==> config.mk <==
export PLATFORM = sky130hd
export DESIGN_NAME = sdc_cmd_tx
export DESIGN_NICKNAME = d
export VERILOG_FILES = /design/src/rtl/sdc_pkg.sv /design/src/rtl/sdc_cmd_crc7.sv /design/src/rtl/sdc_cmd_tx.sv
export SDC_FILE = /design/constraint.sdc
export NUM_CORES = 1
export LEC_CHECK = 0
export CAP_MARGIN = 10
export CORE_MARGIN = 2
export CORE_UTILIZATION = 30
export CTS_CLUSTER_DIAMETER = 120
export DETAILED_ROUTE_END_ITERATION = 12
export SYNTH_ARGS = -nofsm -noshare
export SYNTH_HDL_FRONTEND = slang
export SYNTH_HIERARCHICAL = 1
export SYNTH_SLANG_ARGS = --single-unit
==> constraint.sdc <==
create_clock -name clk -period 6 [get_ports clk]
set_input_delay 0.6 -clock clk [delete_from_list [all_inputs] [get_ports clk]]
set_output_delay 0.6 -clock clk [all_outputs]
set_load 0.02 [all_outputs]
==> src/rtl/sdc_pkg.sv <==
// Shared constants and state encoding for the SD command transmitter.
// SDC_CMD_NCC_EN adds the NCC state used for the idle-high tail.
package sdc_pkg;

  localparam int SDC_CMD_FRAME_BITS   = 48;
  localparam int SDC_CMD_PAYLOAD_BITS = 40;
  localparam logic [6:0] SDC_CRC7_POLY = 7'h09;

  typedef enum logic [1:0] {
    S_IDLE,
    S_WAIT,
`ifdef SDC_CMD_NCC_EN
    S_SEND,
    S_NCC
`else
    S_SEND
`endif
  } sdc_cmd_state_e;

endpackage

==> src/rtl/sdc_cmd_crc7.sv <==
// Serial CRC7 (x^7+x^3+1) with synchronous clear and bit enable.
// Unaffected by SDC_CMD_NCC_EN.
module sdc_cmd_crc7
  import sdc_pkg::*;
(
  input  logic       clk,
  input  logic       rst,
  input  logic       ce,
  input  logic       din,
  input  logic       clr,
  output logic [6:0] crc
);

  logic fb;

  assign fb = din ^ crc[6];

  // Shift one message bit into the remainder per enabled cycle.
  always_ff @(posedge clk) begin
    if (rst || clr)
      crc <= 7'h00;
    else if (ce)
      crc <= {crc[5:0], 1'b0} ^ (fb ? SDC_CRC7_POLY : 7'h00);
  end

endmodule

==> src/rtl/sdc_cmd_tx.sv <==
// SD CMD-line transmitter: start, dir, index, arg, CRC7, end bit.
// Define SDC_CMD_NCC_EN to drive NCC_BITS idle-high bits afterwards.
module sdc_cmd_tx
  import sdc_pkg::*;
#(
  parameter int FRAME_BITS = SDC_CMD_FRAME_BITS,
  parameter int NCC_BITS   = 8
) (
  input  logic        clk,
  input  logic        rst,
  input  logic        sd_ce,
  input  logic        cmd_valid,
  output logic        cmd_ready,
  input  logic [5:0]  cmd_index,
  input  logic [31:0] cmd_arg,
  output logic        cmd_o,
  output logic        cmd_oe,
  output logic        busy,
  output logic        done
);

`ifdef SDC_CMD_NCC_EN
  localparam int TAIL = 1;
`else
  localparam int TAIL = 0;
`endif

  localparam logic [7:0] PAY_END = 8'(SDC_CMD_PAYLOAD_BITS);
  localparam logic [7:0] LAST    = 8'(FRAME_BITS + TAIL * NCC_BITS);
`ifdef SDC_CMD_NCC_EN
  localparam logic [7:0] FRM_END = 8'(FRAME_BITS);
`endif

  sdc_cmd_state_e state;
  logic [39:0]    shreg;
  logic [7:0]     bcnt;
  logic [6:0]     crc;
  logic           crc_ce;
  logic           crc_clr;

  assign crc_clr = cmd_valid && cmd_ready;
  assign crc_ce  = sd_ce &&
                   ((state == S_WAIT) ||
                    ((state == S_SEND) && (bcnt < PAY_END)));

  sdc_cmd_crc7 u_crc (
    .clk (clk),
    .rst (rst),
    .ce  (crc_ce),
    .din (shreg[39]),
    .clr (crc_clr),
    .crc (crc)
  );

  // Frame sequencer; every output is registered here.
  always_ff @(posedge clk) begin
    if (rst) begin
      state     <= S_IDLE;
      shreg     <= '0;
      bcnt      <= '0;
      cmd_o     <= 1'b1;
      cmd_oe    <= 1'b0;
      cmd_ready <= 1'b1;
      busy      <= 1'b0;
      done      <= 1'b0;
    end else begin
      done <= 1'b0;
      unique case (state)
        S_IDLE: begin
          if (cmd_valid) begin
            shreg     <= {2'b01, cmd_index, cmd_arg};
            state     <= S_WAIT;
            cmd_ready <= 1'b0;
            busy      <= 1'b1;
          end
        end
        S_WAIT: begin
          if (sd_ce) begin
            cmd_oe <= 1'b1;
            cmd_o  <= shreg[39];
            shreg  <= {shreg[38:0], 1'b0};
            bcnt   <= 8'd1;
            state  <= S_SEND;
          end
        end
        S_SEND: begin
          if (sd_ce) begin
            if (bcnt == LAST) begin
              cmd_o     <= 1'b1;
              cmd_oe    <= 1'b0;
              done      <= 1'b1;
              cmd_ready <= 1'b1;
              busy      <= 1'b0;
              bcnt      <= '0;
              state     <= S_IDLE;
`ifdef SDC_CMD_NCC_EN
            end else if (bcnt == FRM_END) begin
              cmd_o <= 1'b1;
              bcnt  <= bcnt + 8'd1;
              state <= S_NCC;
`endif
            end else if (bcnt == PAY_END) begin
              // Reload with CRC[5:0] and the end bit behind it.
              cmd_o <= crc[6];
              shreg <= {crc[5:0], 1'b1, 33'd0};
              bcnt  <= bcnt + 8'd1;
            end else begin
              cmd_o <= shreg[39];
              shreg <= {shreg[38:0], 1'b0};
              bcnt  <= bcnt + 8'd1;
            end
          end
        end
`ifdef SDC_CMD_NCC_EN
        S_NCC: begin
          if (sd_ce) begin
            if (bcnt == LAST) begin
              cmd_oe    <= 1'b0;
              done      <= 1'b1;
              cmd_ready <= 1'b1;
              busy      <= 1'b0;
              bcnt      <= '0;
              state     <= S_IDLE;
            end else begin
              bcnt <= bcnt + 8'd1;
            end
          end
        end
`endif
        default: state <= S_IDLE;
      endcase
    end
  end

endmodule

==> flow_summary.toml <==
[setup_path]
timing.reg2reg.setup_slack_ns = 3.18
levels_on_crit_path = 7
critical_path.reg2reg.startpoint = "state[0]"
timing.critical_path.slowest_cell_delay_ns = 0.81
reg2reg_depth = 7
setup.worst_path.end_class = "register"
cp_num_buf_inv = 1
critical_path.cell_chain = "inv_1 > ha_1 > nor2_1 > a41oi_2 > and2_2 > a221oi_1 > nor3_1"
worst_setup_path_start_kind = "register"
worstSetupStartpoint = "state[0]"
worst_path_dominant_cell_family = "simple AND/OR/NAND/NOR gates"
crit_slowest_cell = "sky130_fd_sc_hd__and2_2"
cp.required_ns = 6.25
reg2reg_to = "shreg[21]"
cp-endpoint = "shreg[21]"
arrival_time_of_the_worst_setup_path_ns = 3.07
critical_path_peak_fanout = 32
timing_worst_setup_path_type = "register to register"

[timing]
finalSetupViolCount = 0
worst_slew_margin_rel_pct = 40.5
postLayoutSetupSlackWorst_ns = 3.18
timing_worst_slew_pin_value_ns = 0.892
timing.final.crit_share_pct = 47.0
totalNegativeSetupSlack_ns = 0
setup_repair_after_global_routing_missed_its_margin = "false"
post-route-min-period_ns = 2.82
slew_viol_final = 0
max_clock_freq_mhz = 354
timing.final.hold_violations = 0
setup_skew_after_layout_ns = 0.00813

[logic_synthesis]
synth_area_um2 = 3180
ys_seq_elements = 62
synth.area.top_cells = "sky130_fd_sc_hd__dfxtp_1 (39%), sky130_fd_sc_hd__a221oi_2 (13%), sky130_fd_sc_hd__nor2_1 (6.7%)"
avgSynthCellArea_um2 = 9.60
synth_enable_flop_cells = 0
ys.warnings.count = 6
netlist.area_leader.share_pct = 39.1
postSynth.asyncResetShare_pct = 0
mappedNetlistNets = 380
post_synth_cell_types = 50
synth.yosys.seq_area_share_pct = 39.1
gate_count_post_synth = 331
cell_type_contributing_the_most_total_cell_area_after_synthesis = "sky130_fd_sc_hd__dfxtp_1"
post_synth_top_flop = "sky130_fd_sc_hd__dfxtp_1"

[cts]
cts_made_buffers = 9
number_of_levels_the_h_tree_was_split_into = 3
hold_buffers = 0
clock_tree.buffer_depth = 2
cts_resized = 0
cts_tree = "yes"
cts_num_sinks = 62
clock_latency_ns = 0.33
postCtsSetupRepairBufs = 0
cts_root_buf = "sky130_fd_sc_hd__clkbuf_8"
clk_transition_reported_paths_ns = 0.07

[layout]
layout.filler_cells = 1042
insertedDiodeCount = 0
final_instance_count_without_filler_cells = 503
postLayoutCoreUtil_pct = 37.2
final_layout_size_suffix_gt1_share_pct = 18.0
nNetsFinal = 411
design_area_um2 = 3840
area_growth_syn_to_layout_pct = 21.0

[routing]
met1Wirelength_um = 3430
route.met3.wl_um = 343
drc = 0
wl_per_cell_um = 14.1
postRouteWirelength_um = 7100
route.vias.total = 2555
viasPerCell = 5.08
ant_nets = 0
drt_iter0_drc = 137
drt_pass1_iterations = 4
top_layer_used = "met4"
dr_wl_met2_um = 3270

[place]
count_of_port_buffers_added_during_placement = 46
gp_routability_congestion = 0.805
dpl.hpwl_um = 4640
place.detailed.instances = 487
place_area_um2 = 3650
post-place-ws_ns = 3.01

[floorplanning]
io_pins = 47
placementRows = 37
floorplan.initialDensity_pct = 30.8
design.core.area_um2 = 10300
die_ht_um = 107
die_x_um = 107
die_area_um2 = 11400

[pwr]
powerDensity_nw_per_um2 = 325
worst_ir_drop_vdd_mv = 0.117
total_leakage_power_nw = 1.35

[grt]
track_usage_pct = 13.1
number_of_antenna_violations_at_the_first_check_in_global_routing = 0
grt_pass1_vias = 2528
first_pass_grt_wire_length_um = 12000
pin_count_of_the_biggest_net_entering_global_routing = 53
grt-ovfl-total = 0

[worst_hold_path]
hp-class = "register to register"
hold_path_depth = 2

[run]
max-cap-violations = 0

[run_status]
run_status = "finished clean"
## synth_stat cells, types with 4 or more instances
| library cell | n |
|---|---|
| sky130_fd_sc_hd__dfxtp_1 | 62 |
| sky130_fd_sc_hd__nor2_1 | 57 |
| sky130_fd_sc_hd__a221oi_2 | 27 |
| sky130_fd_sc_hd__nor3_1 | 24 |
| sky130_fd_sc_hd__clkbuf_1 | 13 |
| sky130_fd_sc_hd__nand2_1 | 12 |
| sky130_fd_sc_hd__a21oi_1 | 11 |
| sky130_fd_sc_hd__nor3_2 | 10 |
| sky130_fd_sc_hd__inv_1 | 9 |
| sky130_fd_sc_hd__buf_2 | 7 |
| sky130_fd_sc_hd__ha_1 | 7 |
| sky130_fd_sc_hd__nand3_1 | 7 |
| sky130_fd_sc_hd__a221oi_1 | 6 |
| sky130_fd_sc_hd__mux2i_1 | 6 |
| sky130_fd_sc_hd__a211oi_1 | 5 |
| sky130_fd_sc_hd__buf_6 | 5 |
| sky130_fd_sc_hd__o21ai_0 | 5 |
| sky130_fd_sc_hd__xor2_1 | 5 |
| sky130_fd_sc_hd__a221o_1 | 4 |
| sky130_fd_sc_hd__nand4_1 | 4 |
| sky130_fd_sc_hd__o211ai_1 | 4 |
## flip-flops by register name, summed over array words and instances, names as in the netlist
signal / flops
state: 2
cmd_oe: 1
cmd_ready: 1
done: 1
u_crc/crc: 7
shreg: 40
busy: 1
bcnt: 8
cmd_o: 1
## layer usage
metal  global-route usage (%)  vias to the layer above
met5                        0                        -
met4                     5.29                        0
met3                     3.47                        6
met2                     19.8                       53
met1                     17.6                     1215
li1                         -                     1281
## cell usage in the layout, fill, tap and decap left out, drive strengths merged, types with 2 or more instances in the layout
master         count
dfxtp             62
nor2              57
clkdlybuf4s50     45
nor3              34
a221oi            33
nand2             12
a21oi             11
clkbuf            10
inv                8
nand3              8
ha                 7
mux2i              6
o21ai              5
a211oi             5
xor2               5
a221o              4
o211ai             4
nand4              4
buf                4
nor2b              3
nand3b             3
nand2b             3
clkinvlp           3
clkinv             3
and2b              2
or4b               2
xnor2              2
and3               2
and2               2
a31oi              2
nor4b              2
o32ai              2
## kinds of logic (layout without fill, tap and decap cells)
logic type	after synthesis	after routing	synth area share, %
and+or+nand+nor	137	137	23.4
DFF	62	62	39.1
xor gates and xnor gates	7	7	1.93
AOI/OAI and AO/OA	73	73	24.1
muxes	7	7	2.25
adders and majority gates	7	7	2.76
buffers and inverters	38	74	6.54
## report_power, final
part | leakage, nW | switching, mW | internal (mW) | total [mW]
clock network | 0.0883 | 0.164 | 0.190 | 0.354
registers | 0.511 | 0.0414 | 0.476 | 0.518
logic | 0.751 | 0.212 | 0.164 | 0.376
## worst min-delay path, cell delays in order, from the launching register on
cell and delay (ns):
sky130_fd_sc_hd__dfxtp_1 0.31, sky130_fd_sc_hd__inv_1 0.05, sky130_fd_sc_hd__o32ai_1 0.05
## layout make-up
class	count	area, um^2	area share, %
Multi-Input combinational cell	231	1730	45.0
Sequential cell	62	1240	32.3
Timing Repair Buffer	49	478	12.4
Tap cell	136	170	4.43
Clock buffer	10	128	3.32
Clock inverter	6	62.6	1.63
Inverter	9	33.8	0.879
## how the worst min path moves through the flow
stage | startpoint | slack (ns) | endpoint
floorplan | shreg[37] | 0.44 | shreg[37]
detailed placement | shreg[36] | 0.45 | shreg[36]
finish | cmd_oe | 0.46 | cmd_oe
global placement | shreg[36] | 0.45 | shreg[36]
CTS | shreg[36] | 0.46 | shreg[36]
global route | shreg[37] | 0.48 | shreg[37]
## per-stage QoR
stage | hold slack (ns) | power, mW
after floorplan | 0.436 | 0.827
after global placement | 0.446 | 0.898
after detailed placement | 0.448 | 0.908
after CTS | 0.458 | 1.27
after global routing | 0.481 | 1.33
final | 0.457 | 1.25
No activity file was read; power rests on OpenSTA's default activity.
